[src/rtl/push_pop_driver.sv]
// Button front end for the occupancy counter: synchronize, debounce and edge-detect
// both buttons, then issue clean push/pop pulses guarded by a shadow occupancy count.

module push_pop_debounce #(
    parameter int DEBOUNCE_CYCLES = 4
) (
    input  logic i_clk,
    input  logic i_reset,
    input  logic i_btn,
    output logic o_req
);
    localparam logic [7:0] DC_MAX = 8'(DEBOUNCE_CYCLES - 1);

    logic [1:0] r_sync;
    logic [7:0] r_dc;
    logic       r_db;
    logic       r_db_q;
    logic       r_req;

    always_ff @(posedge i_clk) begin
        if (i_reset) begin
            r_sync <= '0;
            r_dc   <= '0;
            r_db   <= 1'b0;
            r_db_q <= 1'b0;
            r_req  <= 1'b0;
        end else begin
            r_sync <= {r_sync[0], i_btn};
            r_db_q <= r_db;
            // Request on press only; release is silent.
            r_req  <= r_db & ~r_db_q;
            if (r_sync[1] == r_db) begin
                r_dc <= '0;
            end else if (r_dc == DC_MAX) begin
                r_db <= ~r_db;
                r_dc <= '0;
            end else begin
                r_dc <= r_dc + 8'd1;
            end
        end
    end

    assign o_req = r_req;
endmodule

module push_pop_driver #(
    parameter int DEBOUNCE_CYCLES = 4,
    parameter int MAX_COUNT       = 5,
    parameter int CNT_W           = 3
) (
    input  logic             i_clk,
    input  logic             i_reset,
    input  logic             i_btn_push,
    input  logic             i_btn_pop,
    output logic             o_push,
    output logic             o_pop,
    output logic [CNT_W-1:0] o_shadow_cnt,
    output logic             o_full,
    output logic             o_empty,
    output logic             o_reject
);
    localparam logic [CNT_W-1:0] CNT_MAX = CNT_W'(MAX_COUNT);

    logic [1:0]       w_btn;
    logic [1:0]       w_req;
    logic [CNT_W-1:0] r_cnt;
    logic             r_push;
    logic             r_pop;
    logic             r_reject;
    logic             r_pend;

    assign w_btn = {i_btn_pop, i_btn_push};

    // Lane 0 is push, lane 1 is pop.
    for (genvar g = 0; g < 2; g++) begin : g_btn
        push_pop_debounce #(.DEBOUNCE_CYCLES(DEBOUNCE_CYCLES)) u_deb (
            .i_clk   (i_clk),
            .i_reset (i_reset),
            .i_btn   (w_btn[g]),
            .o_req   (w_req[g])
        );
    end

    always_ff @(posedge i_clk) begin
        if (i_reset) begin
            r_cnt    <= '0;
            r_push   <= 1'b0;
            r_pop    <= 1'b0;
            r_reject <= 1'b0;
            r_pend   <= 1'b0;
        end else begin
            r_push   <= 1'b0;
            r_pop    <= 1'b0;
            r_reject <= 1'b0;
            if (w_req[0]) begin
                if (r_cnt < CNT_MAX) begin
                    r_push <= 1'b1;
                    r_cnt  <= r_cnt + 1'b1;
                end else begin
                    r_reject <= 1'b1;
                end
                // A colliding pop is deferred one slot so pulses never overlap.
                if (w_req[1]) r_pend <= 1'b1;
            end else if (w_req[1] || r_pend) begin
                if (r_cnt != '0) begin
                    r_pop <= 1'b1;
                    r_cnt <= r_cnt - 1'b1;
                end else begin
                    r_reject <= 1'b1;
                end
                r_pend <= 1'b0;
            end
        end
    end

    assign o_push       = r_push;
    assign o_pop        = r_pop;
    assign o_reject     = r_reject;
    assign o_shadow_cnt = r_cnt;
    assign o_full       = (r_cnt == CNT_MAX);
    assign o_empty      = (r_cnt == '0);
endmodule
[config.mk]
export PLATFORM = sky130hd
export DESIGN_NAME = push_pop_driver
export DESIGN_NICKNAME = d
export VERILOG_FILES = /design/src/rtl/push_pop_driver.sv
export SDC_FILE = /design/constraint.sdc
export NUM_CORES = 1
export LEC_CHECK = 0
export BUFFER_PORTS_ARGS = -buffer_cell sky130_fd_sc_hd__buf_2
export CORE_MARGIN = 2
export CORE_UTILIZATION = 45
export CTS_BUF_LIST = sky130_fd_sc_hd__clkbuf_16
export CTS_CLUSTER_DIAMETER = 30
export DETAILED_ROUTE_END_ITERATION = 6
export PLACE_DENSITY = 0.65
export SLEW_MARGIN = 20
export SYNTH_ARGS = -nofsm -noshare
export SYNTH_HDL_FRONTEND = slang
export SYNTH_SLANG_ARGS = --single-unit
export TNS_END_PERCENT = 30
[constraint.sdc]
create_clock -name i_clk -period 4.2 [get_ports i_clk]
set_clock_uncertainty 0.15 [all_clocks]
set_input_delay 0.63 -clock i_clk [delete_from_list [all_inputs] [get_ports i_clk]]
set_output_delay 0.63 -clock i_clk [all_outputs]
set_load 0.05 [all_outputs]
==> results_dict.tcl <==
set metrics [dict create \
    status "finished with violations" \
    violations "DRC" \
    die_x_microns 59.0 \
    p_per_area_nw_per_um2 425 \
    slew_viol_final 0 \
    final_antenna_net_count 0 \
    setup-tns-final_ps 0 \
    clk_pin_slew_ps 50 \
    async_flop_share_pct 0 \
    path_class "reg2reg" \
    grt.overflow.total 0 \
    critPathLaunchType "flip-flop" \
    rsz0062_at_grt "no" \
    synth.mux.area_fraction_pct 0 \
    p_leak_uw 0.000573 \
    ir_drop_uv 266 \
    final_cells 192 \
    drive_gt1_share_pct 15.5 \
    fmax_mhz 446 \
    synth_fp_nets 154 \
    synth_edf_count 0 \
    min_period_over_period_pct 53.3 \
    die_h_microns 59.0 \
    cts_buffers 5 \
    met1Wirelength_microns 1080 \
    grt_pass1_vias 938 \
    cts_tree "built" \
    yosys_warnings 0 \
    reg2regPathDepth 5 \
    num_antenna_cells 0 \
    hold_path_class "reg2reg" \
    wl_met2_microns 1090 \
    yosys.cell_count.top_type "dfxtp_1" \
    ys_types 33 \
    grt_pass1_wl_microns 4060 \
    initial_core_util_pct 48.4 \
    syn_avg_cell_area_sq_um 9.24 \
    synth_top_family_by_area "simple AND/OR/NAND/NOR gates" \
    synth.top_cell.area_share_pct 48.6 \
    syn_inst 147 \
    path_max_fanout 13 \
    final-hold-violation-count 0 \
    viasPerCell 5.61 \
    synth_compound_area_share_pct 14.9 \
    cts_hold_buffers 0 \
    synth_adder_area_share_pct 3.31 \
    ys_top_cells_by_area "dfxtp_1 (49%), a21oi_1 (4.4%), xor2_1 (3.9%), nor2b_1 (3.7%), o21ai_0 (3.7%)" \
    grt_max_degree 16 \
    htreeDepth 2 \
    max-slew-margin-rel_pct 64.3 \
    core_area_sq_um 2810 \
    fin_crit_ps 2240 \
    area_growth_pct 15.8 \
    ioPinCount 12 \
    synthTopCellsByCount "dfxtp_1 (33), a21oi_1 (12), nor2_1 (12)" \
    dr.pass1.iters 6 \
    drt-total-wl_microns 2330 \
    drc 3 \
    yosysSeqAreaShare_pct 48.6 \
    numClockSinks 33 \
    worstSkewPairLatency_ps 270 \
    worstPathArrival_ps 2250 \
    crit_required_ps 4210 \
    max-clock-path-buffers 2 \
    vias 1077 \
    root_buffer "clkbuf_16" \
    dpl.cell_count 184 \
    synth-simple-area-share_pct 23.6 \
    avgRoutedWirePerCell_microns 12.1 \
    antenna_found_initial 0 \
    whs_path_depth 1 \
    ctsResizeCount 0 \
    place_hpwl_microns 1670 \
    dieArea_sq_um 3480 \
    synthXorXnorAreaFrac_pct 5.80 \
    gr-usage-all-layers_pct 16.0 \
    setup_viol 0 \
    wl_met3_microns 104 \
    fin_nets 167 \
    cts_setup_buffers 0 \
    worstMarginPinSlew_ps 533 \
    synth_area_sq_um 1360 \
    rows 19 \
    gp_congestion 0.861 \
    synth_top_area_cell "dfxtp_1" \
    max_cap_viol_count 0 \
    synth_ff_type "dfxtp_1" \
    synth-seq-cells 33 \
    topRoutingLayerUsed "met4" \
    worstSetupEndpointType "flip-flop" \
    port_buffers 11 \
    drt-initial-drc-count 82 \
]
## placed cells by master (no fill, tap or decap), types with 3 or more instances in the layout
cell type  synthesis  routed
a21oi_1           12      12
buf_2              2      11
clkbuf_16          0       5
dfxtp_1           33      33
inv_1              8       8
nand2_1            5       5
nand3_1            8       8
nor2_1            12      12
nor2b_1            8       8
nor3_1             5       5
o211ai_1           4       4
o21ai_0           10      10
or3_1              8       8
xnor2_1            3       3
xor2_1             6       6
## where the power goes
group / internal, uW / switching, uW
combinational: 3.27 / 5.53
sequential: 316 / 1.25
clock: 217 / 127
## per-layer routing
| metal | vias up | GRT usage [%] |
|---|---|---|
| li1 | 546 | - |
| met1 | 499 | 18.9 |
| met2 | 25 | 24.9 |
| met3 | 7 | 5.27 |
| met4 | 0 | 9.74 |
| met5 | - | 0 |
## registers in the layout, indices dropped and copies added, names as in the netlist
signal / cells
g_btn.u_deb.o_req: 2
g_btn.u_deb.r_db: 2
g_btn.u_deb.r_db_q: 2
g_btn.u_deb.r_dc: 16
g_btn.u_deb.r_sync: 4
o_pop: 1
o_push: 1
o_reject: 1
o_shadow_cnt: 3
r_pend: 1
## through the flow
stage | utilization, % | setup WS [ps] | area (sq um) | total power [uW] | hold slack [ps]
floorplan | - | 1270 | 1360 | 329 | 217
global placement | 51.0 | 2120 | 1430 | 332 | 222
detailed placement | 51.0 | 1990 | 1430 | 332 | 238
CTS | 56.1 | 1980 | 1570 | 677 | 247
global route | 56.1 | 1830 | 1570 | 694 | 258
finish | 56.1 | 1960 | 1570 | 670 | 242
## cell families after synthesis
family                   after synthesis
AO/OA/AOI/OAI                         32
XOR/XNOR                               9
adder cells (fa/ha/maj)                3
buffers and inverters                 13
flip-flops                            33
AND/OR/NAND/NOR                       57
## critical path, stage by stage (launching register included)
cell and delay, ps:
dfxtp_1 560, inv_1 200, fa_1 560, o21ai_0 90, a21o_1 200, a2111oi_2 370
## cell type report
class,instances,area (sq um)
fillers,260,1230
flip-flops and latches,33,661
inverters,8,30.0
clock inverters,3,17.5
repair buffers,11,55.1
well taps,31,38.8
clock buffers,5,125
multi-input cells,101,647
## final timing paths
| path | startpoint | to | slack, ps |
|---|---|---|---|
| hold / removal | g_btn[0].u_deb.r_db_q | g_btn[0].u_deb.o_req | 240 |
| hold reg to reg | g_btn[0].u_deb.r_db_q | g_btn[0].u_deb.o_req | 240 |
| setup / recovery | g_btn[0].u_deb.o_req | o_shadow_cnt[1] | 1960 |
| setup reg to reg | g_btn[0].u_deb.o_req | o_shadow_cnt[1] | 1960 |
Note: power is estimated with default switching activity, not from simulation.
